==> src/rtl/dcache_snoop_responder_if.sv <==
// dcache_snoop_responder_if: snoop, writeback and frame-lookup signals between the dcache snoop responder and its environment
//   slave  : responder side (takes ccwait/ccinv/ccsnoopaddr, dwait, lk_*; drives ccwrite, snp_busy, dWEN/daddr/dstore, lk_idx/lk_tag, upd_*)
//   master : environment side (controller, memory port, frame arrays)
interface dcache_snoop_responder_if #(parameter int TAG_W = 26, parameter int IDX_W = 3);
  logic ccwait;
  logic ccinv;
  logic [31:0] ccsnoopaddr;
  logic ccwrite;
  logic snp_busy;
  logic dwait;
  logic dWEN;
  logic [31:0] daddr;
  logic [31:0] dstore;
  logic [IDX_W-1:0] lk_idx;
  logic [TAG_W-1:0] lk_tag;
  logic lk_hit;
  logic lk_way;
  logic lk_dirty;
  logic [31:0] lk_word0;
  logic [31:0] lk_word1;
  logic upd_en;
  logic [IDX_W-1:0] upd_idx;
  logic upd_way;
  logic upd_inv;
  modport slave (
    input ccwait, ccinv, ccsnoopaddr, dwait, lk_hit, lk_way, lk_dirty, lk_word0, lk_word1,
    output ccwrite, snp_busy, dWEN, daddr, dstore, lk_idx, lk_tag, upd_en, upd_idx, upd_way, upd_inv
  );
  modport master (
    output ccwait, ccinv, ccsnoopaddr, dwait, lk_hit, lk_way, lk_dirty, lk_word0, lk_word1,
    input ccwrite, snp_busy, dWEN, daddr, dstore, lk_idx, lk_tag, upd_en, upd_idx, upd_way, upd_inv
  );
endinterface

==> src/rtl/dcache_snoop_responder.sv <==
// dcache_snoop_responder: target end of the bus snoop; looks up the snooped line, writes back dirty data, then invalidates or downgrades it
//   CLK  : system clock
//   nRST : asynchronous active-low reset
//   bus  : snoop / writeback / frame-lookup signals (slave modport)
module dcache_snoop_responder #(
  parameter int TAG_W = 26,
  parameter int IDX_W = 3
) (
  input logic CLK,
  input logic nRST,
  dcache_snoop_responder_if.slave bus
);
  typedef enum logic [2:0] {IDLE, LOOKUP, WB0, WB1, RESP} state_t;
  state_t r_state;
  logic [31:3] r_saddr;
  logic [31:0] r_w0, r_w1;
  logic r_hit, r_way, r_first;
  logic w_wb;
  always_ff @(posedge CLK or negedge nRST) begin
    if (!nRST) begin
      r_state <= IDLE;
      r_saddr <= '0;
      r_w0 <= '0;
      r_w1 <= '0;
      r_hit <= 1'b0;
      r_way <= 1'b0;
      r_first <= 1'b0;
    end else begin
      case (r_state)
        IDLE: if (bus.ccwait) begin
          r_saddr <= bus.ccsnoopaddr[31:3];
          r_state <= LOOKUP;
        end
        LOOKUP: begin
          r_hit <= bus.lk_hit;
          r_way <= bus.lk_way;
          r_w0 <= bus.lk_word0;
          r_w1 <= bus.lk_word1;
          r_state <= (bus.lk_hit & bus.lk_dirty) ? WB0 : RESP;
          r_first <= !(bus.lk_hit & bus.lk_dirty);
        end
        WB0: if (!bus.dwait) r_state <= WB1;
        WB1: if (!bus.dwait) begin
          r_state <= RESP;
          r_first <= 1'b1;
        end
        RESP: begin
          r_first <= 1'b0;
          if (!bus.ccwait) r_state <= IDLE;
        end
        default: r_state <= IDLE;
      endcase
    end
  end
  assign w_wb = (r_state == WB0) || (r_state == WB1);
  assign bus.snp_busy = r_state != IDLE;
  // r_hit still holds the previous snoop's result during LOOKUP, so it is masked there
  assign bus.ccwrite = r_hit & (w_wb || r_state == RESP);
  assign bus.dWEN = w_wb;
  assign bus.daddr = w_wb ? {r_saddr, r_state == WB1, 2'b00} : 32'h0;
  assign bus.dstore = (r_state == WB0) ? r_w0 : (r_state == WB1) ? r_w1 : 32'h0;
  assign bus.lk_idx = r_saddr[3 +: IDX_W];
  assign bus.lk_tag = r_saddr[31 -: TAG_W];
  // ccinv is taken live in the single strobe cycle
  assign bus.upd_en = r_first & r_hit;
  assign bus.upd_inv = r_first & r_hit & bus.ccinv;
  assign bus.upd_idx = r_saddr[3 +: IDX_W];
  assign bus.upd_way = r_way;
endmodule

==> src/flat_wrapper.sv <==
// flat-port wrapper written by rule: the top's interface ports become plain ports
module dcache_snoop_responder_flat 
#(
  parameter int TAG_W = 26,
  parameter int IDX_W = 3
)
  (CLK, nRST, bus_ccwait, bus_ccinv, bus_ccsnoopaddr, bus_dwait, bus_lk_hit, bus_lk_way, bus_lk_dirty, bus_lk_word0, bus_lk_word1, bus_ccwrite, bus_snp_busy, bus_dWEN, bus_daddr, bus_dstore, bus_lk_idx, bus_lk_tag, bus_upd_en, bus_upd_idx, bus_upd_way, bus_upd_inv);
  dcache_snoop_responder_if #(.TAG_W(TAG_W), .IDX_W(IDX_W)) bus_i ();
  input logic CLK;
  input logic nRST;
  input wire logic [$bits(bus_i.ccwait)-1:0] bus_ccwait;
  input wire logic [$bits(bus_i.ccinv)-1:0] bus_ccinv;
  input wire logic [$bits(bus_i.ccsnoopaddr)-1:0] bus_ccsnoopaddr;
  input wire logic [$bits(bus_i.dwait)-1:0] bus_dwait;
  input wire logic [$bits(bus_i.lk_hit)-1:0] bus_lk_hit;
  input wire logic [$bits(bus_i.lk_way)-1:0] bus_lk_way;
  input wire logic [$bits(bus_i.lk_dirty)-1:0] bus_lk_dirty;
  input wire logic [$bits(bus_i.lk_word0)-1:0] bus_lk_word0;
  input wire logic [$bits(bus_i.lk_word1)-1:0] bus_lk_word1;
  output wire logic [$bits(bus_i.ccwrite)-1:0] bus_ccwrite;
  output wire logic [$bits(bus_i.snp_busy)-1:0] bus_snp_busy;
  output wire logic [$bits(bus_i.dWEN)-1:0] bus_dWEN;
  output wire logic [$bits(bus_i.daddr)-1:0] bus_daddr;
  output wire logic [$bits(bus_i.dstore)-1:0] bus_dstore;
  output wire logic [$bits(bus_i.lk_idx)-1:0] bus_lk_idx;
  output wire logic [$bits(bus_i.lk_tag)-1:0] bus_lk_tag;
  output wire logic [$bits(bus_i.upd_en)-1:0] bus_upd_en;
  output wire logic [$bits(bus_i.upd_idx)-1:0] bus_upd_idx;
  output wire logic [$bits(bus_i.upd_way)-1:0] bus_upd_way;
  output wire logic [$bits(bus_i.upd_inv)-1:0] bus_upd_inv;
  assign bus_i.ccwait = bus_ccwait;
  assign bus_i.ccinv = bus_ccinv;
  assign bus_i.ccsnoopaddr = bus_ccsnoopaddr;
  assign bus_i.dwait = bus_dwait;
  assign bus_i.lk_hit = bus_lk_hit;
  assign bus_i.lk_way = bus_lk_way;
  assign bus_i.lk_dirty = bus_lk_dirty;
  assign bus_i.lk_word0 = bus_lk_word0;
  assign bus_i.lk_word1 = bus_lk_word1;
  assign bus_ccwrite = bus_i.ccwrite;
  assign bus_snp_busy = bus_i.snp_busy;
  assign bus_dWEN = bus_i.dWEN;
  assign bus_daddr = bus_i.daddr;
  assign bus_dstore = bus_i.dstore;
  assign bus_lk_idx = bus_i.lk_idx;
  assign bus_lk_tag = bus_i.lk_tag;
  assign bus_upd_en = bus_i.upd_en;
  assign bus_upd_idx = bus_i.upd_idx;
  assign bus_upd_way = bus_i.upd_way;
  assign bus_upd_inv = bus_i.upd_inv;
  dcache_snoop_responder #(.TAG_W(TAG_W), .IDX_W(IDX_W)) u_core (.CLK(CLK), .nRST(nRST), .bus(bus_i));
endmodule
==> config.mk <==
export PLATFORM = sky130hd
export DESIGN_NAME = dcache_snoop_responder_flat
export DESIGN_NICKNAME = d
export VERILOG_FILES = /design/src/rtl/dcache_snoop_responder_if.sv /design/src/rtl/dcache_snoop_responder.sv /design/src/flat_wrapper.sv
export SDC_FILE = /design/constraint.sdc
export NUM_CORES = 1
export LEC_CHECK = 0
export ABC_AREA = 0
export CAP_MARGIN = 20
export CORE_MARGIN = 2
export CORE_UTILIZATION = 41
export CTS_CLUSTER_DIAMETER = 50
export DETAILED_ROUTE_END_ITERATION = 8
export GPL_ROUTABILITY_DRIVEN = 0
export PLACE_DENSITY = 0.87
export SYNTH_ARGS = -nofsm -noshare
export SYNTH_HDL_FRONTEND = slang
export SYNTH_SLANG_ARGS = --single-unit
==> constraint.sdc <==
create_clock -name CLK -period 2.1 [get_ports CLK]
set_input_delay 0.21 -clock CLK [delete_from_list [all_inputs] [get_ports CLK]]
set_output_delay 0.21 -clock CLK [all_outputs]
set_load 0.005 [all_outputs]
==> run summary <==
H-tree levels: 3
Post-Route WL: 11,800 um
Core Util, Final: 0.667
Worst IR drop on VDD: 761 uV
All-Layer GR Usage: 0.200
Clk slew on worst S/H paths: 0.10 ns
Routed Antenna Nets: 0
Worst skew pair latency: 0.35 ns
CP max stage cell: dfrtp_1
Worst Path Required: 1.89 ns
CP max FO: 9
Synth top area cells: dfrtp_1 56%, mux2_2 17%, mux2_1 7.7%
Detailed Route Iter0 Violations: 136
Clock skew: 0.0113 ns
Chip height: 107 um
Slowest stage delay, CP: 0.40 ns
Tmin final: 2.03 ns
TritonRoute pass-1 iters: 4
Setup violations, final: 0
Row Count: 37
Setup ws final: 0.0681 ns
Cts bufs inserted: 9
Worst-path cell chain: buf_4 > nor3b_4 > buf_6 > buf_4 > buf_8 > a22o_1 > dlygate4sd2_1
Crit Path Class: flip-flop to output port
Leak: 3.22 nW
CP Launch Type: flip-flop
Starting density of the core: 0.423
CTS tree: built
Pin count of the biggest net entering global routing: 53
Post-detail-place hpwl: 7980 um
Sequential share of the synthesized area: 0.564
CTS max path bufs: 2
WHS: 0.294 ns
Largest area contributor in the netlist: dfrtp_1
Die Wd: 107 um
I/O pins: 206
CP dominant cell by count: buf_4
Drc violations: 0
Data arrival, critical path: 1.82 ns
First-pass GRT wire length: 18,000 um
Global route total overflow: 0
Final Hold Fails: 0
Pre-CTS WS: 0.153 ns
Max-cap violations: 0
Share of layout cells above drive strength 1: 0.239
Syn Std Cell Area: 4390 um2
Vias: 3,355
Placed Area: 6560 um2
Yosys top cell area share: 0.564
Vias/cell: 4.99
Tightest Hold Check Type: input pin to async pin
Root Buffer: clkbuf_8
Nets@finish: 635
Run status: completed
Wire per inst: 17.6 um
Antenna cells: 0
Seq cells post-synth: 99
Post-route cell area: 6920 um2
Final worst-path cycle share: 0.968
Distinct cells, synth: 28
Total die area: 11,500 um2
Core area: 10,400 um2
Synthesized area per cell: 14.0 um2
Area growth syn-to-layout: 57.7%
Number of global-route vias before repair: 3,764
Number of synthesis warnings: 0
I/O Buffers: 200
Synth Instances: 313
Number of max-slew violations in the final report: 0
Max Freq: 492 MHz
Critical Path Sink Type: output port
PwrDens: 1320 nW/um2
Initial antenna violation count: 0
CTS Sinks: 99
area by class of cell:
| type | count | area [um2] |
|---|---|---|
| timing repair buffer | 234 | 2320 |
| tap | 136 | 170 |
| clock buffer | 11 | 141 |
| sequential | 99 | 2480 |
| inverter | 1 | 3.75 |
| clock inverter | 5 | 60.1 |
| fill | 754 | 3450 |
| multi-input combinational | 186 | 1750 |
logic make-up (layout without fill, tap and decap cells):
| group | after synthesis | after routing | share of synthesized area |
|---|---|---|---|
| flip-flops | 99 | 99 | 0.564 |
| multiplexers | 95 | 95 | 0.244 |
| buffers and inverters | 29 | 251 | 0.0425 |
| AO/OA/AOI/OAI | 42 | 42 | 0.0770 |
| AND/OR/NAND/NOR | 47 | 47 | 0.0716 |
| other | 1 | 2 | 0.000854 |
layout by cell type (no fill, tap or decap), types with 2 or more instances in the layout:
master           instances
nor2b_1                  2
dfrtp_1                 98
inv_6                    2
and3_1                   2
clkbuf_2                 4
buf_12                   5
a21oi_1                  3
buf_8                    2
mux2_2                  65
mux2_1                  30
dlymetal6s2s_1           8
buf_4                   17
buf_2                    3
buf_6                    9
clkdlybuf4s15_1          5
clkdlybuf4s50_1        136
a211oi_1                 2
a22o_1                  32
conb_1                   2
nand2b_1                 2
and2_1                  30
nor3b_4                  2
dlygate4sd2_1           43
clkbuf_8                10
o21ai_0                  4
path summary, 6_finish.rpt:
kind,start,end,slack [ns],cells past startpoint
min in group CLK,bus_lk_word0[21],u_core.r_w0[21]$_DFFE_PN0N_,0.45,2
min,nRST,u_core.r_w1[4]$_DFFE_PN0N_,0.29,2
min reg2reg,u_core.r_w0[11]$_DFFE_PN0N_,u_core.r_w0[11]$_DFFE_PN0N_,0.50,1
max reg2reg,u_core.r_state[2]$_DFFE_PN0P_,u_core.r_w1[9]$_DFFE_PN0N_,0.37,5
max,u_core.r_state[0]$_DFFE_PN0P_,bus_dstore[1],0.07,7
max in group asynchronous,nRST,u_core.r_state[1]$_DFFE_PN0P_,1.13,3
per-stage QoR:
step | total power, mW | instances | TNS, ns
after floorplan | 5.68 | 314 | 0
after global placement | 7.67 | 636 | 0
after detailed placement | 7.86 | 636 | 0
after CTS | 9.14 | 665 | -0.794
after global routing | 9.75 | 672 | -0.0216
final | 9.16 | 672 | 0
what timing repair did:
action                                  CTS  global route
endpoints found under the hold margin    20             0
cloned                                    4             1
pin swaps                                 1             0
resized for setup                        84            24
hold buffers                              1             0
endpoints found under the setup margin   63            17
buffers inserted                          8             8
synth_stat cells, drive strengths merged:
| cell type | n |
|---|---|
| a21oi | 3 |
| or3 | 1 |
| conb | 1 |
| nor2b | 3 |
| nand4b | 1 |
| and3 | 2 |
| nor2 | 1 |
| nand2 | 1 |
| buf | 25 |
| clkbuf | 3 |
| a211oi | 2 |
| inv | 1 |
| dfrtp | 99 |
| o21ai | 4 |
| nor3 | 2 |
| nor3b | 2 |
| a22o | 32 |
| and2b | 1 |
| o21a | 1 |
| mux2 | 95 |
| nand2b | 2 |
| and2 | 31 |
registers in the layout, indices dropped and copies added, names as in the netlist:
register            flops
u_core.r_hit            1
u_core.r_first          1
u_core.r_w1            32
u_core.bus.upd_way      1
u_core.r_saddr         29
u_core.r_state          3
u_core.r_w0            32
routing by layer:
metal | global-route usage | up-vias | wire, um
met5 | 0 | - | 0
met4 | 0.0522 | 0 | 174
met3 | 0.0630 | 14 | 909
met2 | 0.357 | 145 | 6010
met1 | 0.234 | 1654 | 4740
li1 | - | 1542 | -
critical path: cells and delay by family, from the launching register on:
| family | cells | cell delay [ns] |
|---|---|---|
| compound gates | 1 | 0.12 |
| flops | 1 | 0.40 |
| buf+inv | 5 | 0.76 |
| simple gates | 1 | 0.18 |
power by group:
part,total [mW],leakage [nW],switching (mW),internal (mW)
registers,3.51,1.17,0.610,2.90
logic,4.41,1.95,1.58,2.83
clock network,1.24,0.100,0.650,0.591
total,9.16,3.22,2.84,6.32
Note: power is estimated with default switching activity, not from simulation.
